**src/rtl/mips_ctrl_pkg.sv**
```systemverilog
// Shared opcodes, state encoding and mux/ALU encodings for the multicycle MIPS control.
// CTRL_JUMP_EN adds the JUMP state and makes J/JAL legal.
package mips_ctrl_pkg;

  localparam logic [5:0] OP_R    = 6'h00;
  localparam logic [5:0] OP_J    = 6'h02;
  localparam logic [5:0] OP_JAL  = 6'h03;
  localparam logic [5:0] OP_BEQ  = 6'h04;
  localparam logic [5:0] OP_BNE  = 6'h05;
  localparam logic [5:0] OP_ADDI = 6'h08;
  localparam logic [5:0] OP_ORI  = 6'h0D;
  localparam logic [5:0] OP_LW   = 6'h23;
  localparam logic [5:0] OP_SW   = 6'h2B;

  typedef enum logic [3:0] {
    S_FETCH  = 4'd0,
    S_DECODE = 4'd1,
    S_MEMADR = 4'd2,
    S_MEMRD  = 4'd3,
    S_MEMWB  = 4'd4,
    S_MEMWR  = 4'd5,
    S_EXEC_R = 4'd6,
    S_RWB    = 4'd7,
    S_EXEC_I = 4'd8,
    S_IWB    = 4'd9,
`ifdef CTRL_JUMP_EN
    S_BRANCH = 4'd10,
    S_JUMP   = 4'd11
`else
    S_BRANCH = 4'd10
`endif
  } state_t;

  localparam logic [2:0] ALU_ADD   = 3'b000;
  localparam logic [2:0] ALU_OR    = 3'b001;
  localparam logic [2:0] ALU_SUB   = 3'b011;
  localparam logic [2:0] ALU_FUNCT = 3'b111;

  localparam logic [1:0] SRCB_RT     = 2'b00;
  localparam logic [1:0] SRCB_FOUR   = 2'b01;
  localparam logic [1:0] SRCB_IMM    = 2'b10;
  localparam logic [1:0] SRCB_IMMSH2 = 2'b11;

  localparam logic [1:0] PCSRC_ALU    = 2'b00;
  localparam logic [1:0] PCSRC_ALUOUT = 2'b01;
  localparam logic [1:0] PCSRC_JUMP   = 2'b10;

  localparam logic [1:0] RDST_RT = 2'b00;
  localparam logic [1:0] RDST_RD = 2'b01;
  localparam logic [1:0] RDST_RA = 2'b10;

  function automatic logic isLegalOp(input logic [5:0] op);
    case (op)
      OP_R, OP_BEQ, OP_BNE, OP_ADDI, OP_ORI, OP_LW, OP_SW: isLegalOp = 1'b1;
`ifdef CTRL_JUMP_EN
      OP_J, OP_JAL: isLegalOp = 1'b1;
`endif
      default: isLegalOp = 1'b0;
    endcase
  endfunction

endpackage

```
**src/rtl/ctrl_decode.sv**
```systemverilog
// Combinational map from control state (plus live/held opcode and MemReady) to datapath controls.
// CTRL_JUMP_EN enables the JUMP state outputs.
module ctrl_decode
  import mips_ctrl_pkg::*;
#(
  parameter int ALUOP_WIDTH = 3
) (
  input  state_t                 state,
  input  logic [5:0]             op,
  input  logic [5:0]             opHeld,
  input  logic                   memReady,
  input  logic                   resetN,
  output logic                   PCWrite,
  output logic                   BranchEQ,
  output logic                   BranchNE,
  output logic                   IorD,
  output logic                   MemRead,
  output logic                   MemWrite,
  output logic                   IRWrite,
  output logic                   MemtoReg,
  output logic [1:0]             RegDst,
  output logic                   RegWrite,
  output logic                   ALUSrcA,
  output logic [1:0]             ALUSrcB,
  output logic [1:0]             PCSource,
  output logic [ALUOP_WIDTH-1:0] ALUOp,
  output logic                   IllegalOp
);

  logic [2:0] aluCode;

  always_comb begin
    PCWrite   = 1'b0;
    BranchEQ  = 1'b0;
    BranchNE  = 1'b0;
    IorD      = 1'b0;
    MemRead   = 1'b0;
    MemWrite  = 1'b0;
    IRWrite   = 1'b0;
    MemtoReg  = 1'b0;
    RegDst    = RDST_RT;
    RegWrite  = 1'b0;
    ALUSrcA   = 1'b0;
    ALUSrcB   = SRCB_RT;
    PCSource  = PCSRC_ALU;
    aluCode   = ALU_ADD;
    IllegalOp = 1'b0;
    case (state)
      S_FETCH: begin
        MemRead = 1'b1;
        ALUSrcB = SRCB_FOUR;
        IRWrite = memReady;
        PCWrite = memReady;
      end
      S_DECODE: begin
        ALUSrcB   = SRCB_IMMSH2;
        IllegalOp = !isLegalOp(op);
      end
      S_MEMADR: begin
        ALUSrcA = 1'b1;
        ALUSrcB = SRCB_IMM;
      end
      S_MEMRD: begin
        MemRead = 1'b1;
        IorD    = 1'b1;
      end
      S_MEMWB: begin
        MemtoReg = 1'b1;
        RegWrite = 1'b1;
      end
      S_MEMWR: begin
        MemWrite = 1'b1;
        IorD     = 1'b1;
      end
      S_EXEC_R: begin
        ALUSrcA = 1'b1;
        aluCode = ALU_FUNCT;
      end
      S_RWB: begin
        RegDst   = RDST_RD;
        RegWrite = 1'b1;
      end
      S_EXEC_I: begin
        ALUSrcA = 1'b1;
        ALUSrcB = SRCB_IMM;
        aluCode = (opHeld == OP_ORI) ? ALU_OR : ALU_ADD;
      end
      S_IWB: RegWrite = 1'b1;
      S_BRANCH: begin
        ALUSrcA  = 1'b1;
        aluCode  = ALU_SUB;
        PCSource = PCSRC_ALUOUT;
        BranchEQ = (opHeld == OP_BEQ);
        BranchNE = (opHeld == OP_BNE);
      end
`ifdef CTRL_JUMP_EN
      S_JUMP: begin
        PCWrite  = 1'b1;
        PCSource = PCSRC_JUMP;
        if (opHeld == OP_JAL) begin
          RegWrite = 1'b1;
          RegDst   = RDST_RA;
          ALUSrcB  = SRCB_FOUR;
        end
      end
`endif
      default: ;
    endcase
    // Reset silences every write enable and strobe even though FETCH would raise them.
    if (!resetN) begin
      PCWrite   = 1'b0;
      BranchEQ  = 1'b0;
      BranchNE  = 1'b0;
      MemRead   = 1'b0;
      MemWrite  = 1'b0;
      IRWrite   = 1'b0;
      RegWrite  = 1'b0;
      IllegalOp = 1'b0;
    end
  end

  assign ALUOp = ALUOP_WIDTH'(aluCode);

endmodule

```
**src/rtl/multicycle_control.sv**
```systemverilog
// Multicycle MIPS control: state register and next-state logic; outputs come from ctrl_decode.
// CTRL_JUMP_EN enables J/JAL through the JUMP state.
module multicycle_control
  import mips_ctrl_pkg::*;
#(
  parameter int ALUOP_WIDTH = 3
) (
  input  logic                   clk,
  input  logic                   reset,
  input  logic [5:0]             OP,
  input  logic                   MemReady,
  output logic                   PCWrite,
  output logic                   BranchEQ,
  output logic                   BranchNE,
  output logic                   IorD,
  output logic                   MemRead,
  output logic                   MemWrite,
  output logic                   IRWrite,
  output logic                   MemtoReg,
  output logic [1:0]             RegDst,
  output logic                   RegWrite,
  output logic                   ALUSrcA,
  output logic [1:0]             ALUSrcB,
  output logic [1:0]             PCSource,
  output logic [ALUOP_WIDTH-1:0] ALUOp,
  output logic                   IllegalOp,
  output logic [3:0]             State
);

  state_t     state, stateNext;
  logic [5:0] opHeld;

  always_comb begin
    stateNext = state;
    case (state)
      S_FETCH:  if (MemReady) stateNext = S_DECODE;
      S_DECODE: begin
        case (OP)
          OP_LW, OP_SW:     stateNext = S_MEMADR;
          OP_R:             stateNext = S_EXEC_R;
          OP_ADDI, OP_ORI:  stateNext = S_EXEC_I;
          OP_BEQ, OP_BNE:   stateNext = S_BRANCH;
`ifdef CTRL_JUMP_EN
          OP_J, OP_JAL:     stateNext = S_JUMP;
`endif
          default:          stateNext = S_FETCH;
        endcase
      end
      S_MEMADR: stateNext = (opHeld == OP_LW) ? S_MEMRD : S_MEMWR;
      S_MEMRD:  if (MemReady) stateNext = S_MEMWB;
      S_MEMWR:  if (MemReady) stateNext = S_FETCH;
      S_EXEC_R: stateNext = S_RWB;
      S_EXEC_I: stateNext = S_IWB;
      default:  stateNext = S_FETCH;
    endcase
  end

  // OP is only trusted in DECODE; later states steer from the captured copy.
  always_ff @(posedge clk or negedge reset) begin
    if (!reset) begin
      state  <= S_FETCH;
      opHeld <= 6'h00;
    end else begin
      state <= stateNext;
      if (state == S_DECODE) opHeld <= OP;
    end
  end

  assign State = state;

  ctrl_decode #(.ALUOP_WIDTH(ALUOP_WIDTH)) uDecode (
    .state    (state),
    .op       (OP),
    .opHeld   (opHeld),
    .memReady (MemReady),
    .resetN   (reset),
    .PCWrite  (PCWrite),
    .BranchEQ (BranchEQ),
    .BranchNE (BranchNE),
    .IorD     (IorD),
    .MemRead  (MemRead),
    .MemWrite (MemWrite),
    .IRWrite  (IRWrite),
    .MemtoReg (MemtoReg),
    .RegDst   (RegDst),
    .RegWrite (RegWrite),
    .ALUSrcA  (ALUSrcA),
    .ALUSrcB  (ALUSrcB),
    .PCSource (PCSource),
    .ALUOp    (ALUOp),
    .IllegalOp(IllegalOp)
  );

endmodule

```
**config.mk**
```make
export PLATFORM = sky130hd
export DESIGN_NAME = multicycle_control
export DESIGN_NICKNAME = d
export VERILOG_FILES = /design/src/rtl/mips_ctrl_pkg.sv /design/src/rtl/ctrl_decode.sv /design/src/rtl/multicycle_control.sv
export SDC_FILE = /design/constraint.sdc
export NUM_CORES = 1
export LEC_CHECK = 0
export ABC_AREA = 0
export CORE_MARGIN = 10
export CORE_UTILIZATION = 45
export DETAILED_ROUTE_END_ITERATION = 10
export PLACE_DENSITY = 0.84
export SLEW_MARGIN = 20
export SYNTH_ARGS = -nofsm -noshare
export SYNTH_HDL_FRONTEND = slang
export SYNTH_SLANG_ARGS = --single-unit
```
**constraint.sdc**
```tcl
create_clock -name clk -period 3.95 [get_ports clk]
set_input_delay 0.5925 -clock clk [delete_from_list [all_inputs] [get_ports clk]]
set_output_delay 0.5925 -clock clk [all_outputs]
set_load 0.005 [all_outputs]
```
==> impl_metrics.tcl, run 1 <==
set metrics [dict create \
    outcome "finished, final reports clean" \
    routed_wirelength_mm 2.10 \
    cts-root-buf "clkbuf_4" \
    grt_pass1_vias 717 \
    critical_path_class "primary input to primary output" \
    viasPerCell 5.73 \
    rows 15 \
    fin_nets 130 \
    cts_resized 0 \
    synth_area_leader_cell "dfrtp_1" \
    synthTopCellsByCount "nor2_1, dfrtp_1, nand2_1, mux2_2, nor3_1" \
    clock_latency_ns 0.26 \
    overflow 0 \
    cts_tree "built" \
    synth_edf_count 0 \
    clock-sinks 10 \
    cp.required_ns 3.36 \
    syn_avg_cell_area_sq_um 8.62 \
    gp_congestion 0.783 \
    min_period_over_period 0.778 \
    synthCells 91 \
    post-route-util 0.651 \
    internal-power_w 0.000336 \
    pre_cts_ws_ns 0.862 \
    post-cts-setup-buffers 0 \
    clk_path_buf_depth 2 \
    nFillCells 172 \
    worstSetupEndpointType "primary output" \
    cp.arrival_ns 2.48 \
    layout_min_cycle_time_ns 3.07 \
    setup-tns-final_ns 0 \
    synth_top_cell_area_share 0.319 \
    ys_seq_area_frac 0.319 \
    area_delta_synth_final_pct 40.2 \
    peakVddDrop_mv 0.268 \
    dr.pass1.iters 4 \
    final.setup.worst_slack_ns 0.877 \
    hp-class "flop to flop" \
    drc 0 \
    synth-main-ff-cell "dfrtp_1" \
    cts_max_level 1 \
    synth_warnings 0 \
    worstPathMaxFanout 13 \
    numCtsBuffers 3 \
    antenna_found_initial 0 \
    crit_path_start_kind "primary input" \
    p_leak_nw 0.401 \
    worstMarginPinSlew_ns 0.529 \
    place.port_buffers 30 \
    placed_area_sq_um 1080 \
    synth_area_sq_um 785 \
    num_antenna_cells 0 \
    switching_power_w 0.000201 \
    vias 779 \
    slew_headroom 0.648 \
    grtUsageTotal 0.114 \
    finalHoldViolCount 0 \
    totalPowerFinal_w 0.000537 \
    cts_hold_buf 0 \
    grt_pass1_wl_mm 3.26 \
    synth_area_leaders "dfrtp_1, mux2_2, nor2_1, nand2b_1, nor3_1" \
    design_area_sq_um 1100 \
    drive_gt1_frac 0.134 \
    io_pins 33 \
    p_comb_frac 0.491 \
    ys_types 37 \
    p_per_area_nw_per_um2 488 \
    fmax_mhz 325 \
    die_h_um 61.8 \
    worst_clock_skew_ns 0.00167 \
    first_iter_violations 7 \
    p_seq_frac 0.382 \
    core_area_sq_um 1690 \
    ant_nets 0 \
    p_clk_frac 0.127 \
    p_sw_frac 0.375 \
    slew_violations 0 \
    wl_per_cell_um 15.4 \
    yosysMostFrequentCell "nor2_1" \
    async_flop_share 1.00 \
    cts.clk_slew.worst_paths_ns 0.06 \
    die_w_um 61.8 \
    fp.dieArea_sq_um 3810 \
    rsz0062_at_grt "false" \
    synth_seq_cells 10 \
    grt_max_degree 17 \
    hpwl_mm 1.74 \
    drv_cap 0 \
    initial_utilization 0.464 \
    setup_viol_count_final 0 \
]
[power by group through the flow]
stage	logic [W]	registers (W)	clock network [W]
floorplan	0.000183	0.000178	0
global route	0.000294	0.000213	0.0000770
finish	0.000264	0.000205	0.0000681
CTS	0.000269	0.000205	0.0000712
global placement	0.000261	0.000203	0
detailed placement	0.000269	0.000207	0
[critical path: stages]
cell	delay (ns)
clkdlybuf4s50_1	0.45
buf_4	0.19
inv_1	0.08
or3_1	0.32
nor4_1	0.26
clkdlybuf4s50_1	0.58
[metrics by stage]
stage	instances	hold slack [ns]
4_1_cts	136	0.543
3_5_place_dp	133	0.522
6_report	136	0.541
2_1_floorplan	92	0.297
3_3_place_gp	133	0.508
5_1_grt	136	0.567
[placed cells by master, fill, tap and decap left out, drive strengths merged, types with 3 or more instances in the layout]
cell and n:
a21oi 4, clkbuf 3, dfrtp 10, mux2 6, nand2b 6, xnor2 3, nor3 7, nand2 7
clkdlybuf4s50 30, nor2 11, inv 3
[cell type report]
type                    instances  area, sq um  share of cell area
well taps                      17         21.3              0.0193
inverters                       3         11.3              0.0102
multi-input cells              72          487               0.443
clock buffers                   3         22.5              0.0205
flip-flops and latches         10          250               0.228
repair buffers                 31          308               0.280
[sequential cells by signal (all words and copies together), names as in the netlist]
register	count
State	4
opHeld	6
[logic make-up (layout without fill, tap and decap cells)]
family,after synthesis,in the layout,synth area share
compound gates,16,16,0.153
xor+xnor,3,3,0.0335
buf+inv,10,37,0.0654
flops,10,10,0.319
mux,7,7,0.0989
other cells,1,2,0.00478
simple gates,44,44,0.325
[path summary, 6_finish.rpt]
path	startpoint	to	slack [ns]	depth (start not counted)
worst min register to register	opHeld[2]	opHeld[2]	0.54	1
worst min-delay path	opHeld[2]	opHeld[2]	0.54	1
worst max register to register	State[1]	opHeld[4]	2.37	3
worst max-delay path	reset	PCWrite	0.88	6
max in group asynchronous	reset	State[1]	3.18	2
min in group asynchronous	reset	opHeld[1]	0.62	2
[metal layers]
metal  wire, um  GRT usage  vias up  part of all wire
met3        255     0.0528        2              0.12
met4         15     0.0287        0            0.0071
met2        985      0.205       36              0.47
met1        844      0.116      356              0.40
met5          0          0        -                 0
li1           -          -      385                 -
Note: power is estimated with default switching activity, not from simulation.
==> inputs of run 2 (changes only) <==
Settings changed: CORE_UTILIZATION 45 to 41, PLACE_DENSITY 0.84 to 0.78.
Clock period 3.95 ns to 3.2 ns, I/O delays scaled along.
==> run 2 against run 1 <==
  * Hold slack about the same
  * First-iteration DRC count increased to 3.1 times the previous value
  * Critical path type is now flop to primary output
  * Global-route usage decreased by 0.40 points
==> impl_metrics.tcl, run 2 (synthesis results as in run 1) <==
set metrics [dict create \
    dr.pass1.iters 4 \
    cts-root-buf "clkbuf_4" \
    finalHoldViolCount 0 \
    grt_max_degree 17 \
    fmax_mhz 358 \
    grtUsageTotal 0.110 \
    clk_path_buf_depth 2 \
    worstSetupEndpointType "primary output" \
    p_leak_nw 0.408 \
    min_period_over_period 0.873 \
    cts_resized 0 \
    core_area_sq_um 1760 \
    routed_wirelength_mm 2.22 \
    ant_nets 0 \
    vias 772 \
    layout_common_cells "clkdlybuf4s50_1, nor2_1, dfrtp_1" \
    antenna_found_initial 0 \
    drive_gt1_frac 0.142 \
    peakVddDrop_mv 0.334 \
    fin_nets 130 \
    reg2reg_depth 3 \
    layout_min_cycle_time_ns 2.80 \
    totalPowerFinal_w 0.000695 \
    initial_utilization 0.445 \
    grt_pass1_wl_mm 3.79 \
    post-cts-setup-buffers 0 \
    wl_per_cell_um 15.3 \
    reg2reg_slack_ns 1.57 \
    post-route-util 0.637 \
    grt_pass1_vias 800 \
    path_buf_inv 1 \
    fin_cells 145 \
    io_pins 33 \
    setup-tns-final_ns 0 \
    drc 0 \
    area_delta_synth_final_pct 43.2 \
    slew_violations 0 \
    numCtsBuffers 3 \
    die_h_um 63.7 \
    cp.required_ns 2.72 \
    worst_clock_skew_ns 0.00379 \
    hpwl_mm 1.77 \
    cts.clk_slew.worst_paths_ns 0.07 \
    overflow 0 \
    fp.dieArea_sq_um 4060 \
    first_iter_violations 22 \
    num_antenna_cells 0 \
    worstPathMaxFanout 14 \
    cp.arrival_ns 2.32 \
    die_w_um 63.7 \
    path_cells "nand2b_4 > nor3_4 > nand2_1 > a311oi_1 > clkdlybuf4s50_1" \
    cts_hold_buf 0 \
    top_register "opHeld" \
    r2r_start "State[1]" \
    place.port_buffers 30 \
    cts_tree "built" \
    dp.cells 141 \
    outcome "finished, final reports clean" \
    slew_headroom 0.621 \
    hp-class "primary input to async pin" \
    critPathMaxStageDelay_ns 0.55 \
    crit_path_start_kind "flop" \
    setup_viol_count_final 0 \
    critical_path_class "flop to primary output" \
    path_delay_family "simple AND/OR/NAND/NOR gates" \
    drv_cap 0 \
    cts_max_level 1 \
    rows 15 \
    nFillCells 188 \
    clock_latency_ns 0.27 \
    rsz0062_at_grt "false" \
    final_common_cell "clkdlybuf4s50_1" \
    clock-sinks 10 \
    viasPerCell 5.32 \
    gp_congestion 0.743 \
    r2r_end "opHeld[5]" \
    largest_reg_flops 6 \
    p_per_area_nw_per_um2 619 \
    crit_slowest_cell "clkdlybuf4s50_1" \
    worstMarginPinSlew_ns 0.569 \
]
==> run 2: cell count changes in the layout (fill, tap and decap cells not counted), sizes merged <==
cell | before | now
clkbuf | 3 | 4
==> run 2: worst reg2reg max path, delay by kind of cell (launching register included) <==
kind,cells,cell delay (ns)
simple gates,2,0.59
flops,1,0.54
mux,1,0.38
==> run 2: layer usage <==
| layer | global-route usage | vias up | share of wire |
|---|---|---|---|
| li1 | - | 389 | - |
| met1 | 0.122 | 344 | 0.46 |
| met2 | 0.177 | 36 | 0.42 |
| met3 | 0.0540 | 3 | 0.11 |
| met4 | 0.0410 | 0 | 0.0099 |
| met5 | 0 | - | 0 |
==> run 2: area by class of cell <==
type                            count  area, sq um  share of cell area
Multi-Input combinational cell     72          487               0.433
Inverter                            3         11.3              0.0100
Sequential cell                    10          250               0.223
Tap cell                           25         31.3              0.0278
Clock buffer                        4         36.3              0.0323
Timing Repair Buffer               31          308               0.274
==> run 2: report_power, final <==
group	switching (W)	total (W)	internal (W)	leakage [nW]
clock	0.0000469	0.000116	0.0000691	0.0210
sequential	0.0000775	0.000254	0.000177	0.124
combinational	0.000131	0.000325	0.000194	0.263
total	0.000256	0.000695	0.000440	0.408
==> run 2: how the worst max path moves through the flow <==
stage | start | end | cells past startpoint
after global routing | State[1] | IllegalOp | 5
after global placement | OP[0] | IllegalOp | 6
after CTS | State[1] | IllegalOp | 5
after floorplan | State[3] | PCWrite | 4
final | State[1] | IllegalOp | 5
after detailed placement | OP[0] | IllegalOp | 6
==> run 2: per-stage QoR <==
step	area, sq um	hold slack (ns)	worst slack [ns]
final	1120	0.541	0.405
after global routing	1120	0.558	0.216
after CTS	1120	0.548	0.372
after detailed placement	1090	0.534	0.436
after global placement	1090	0.525	0.483
after floorplan	788	0.184	1.24
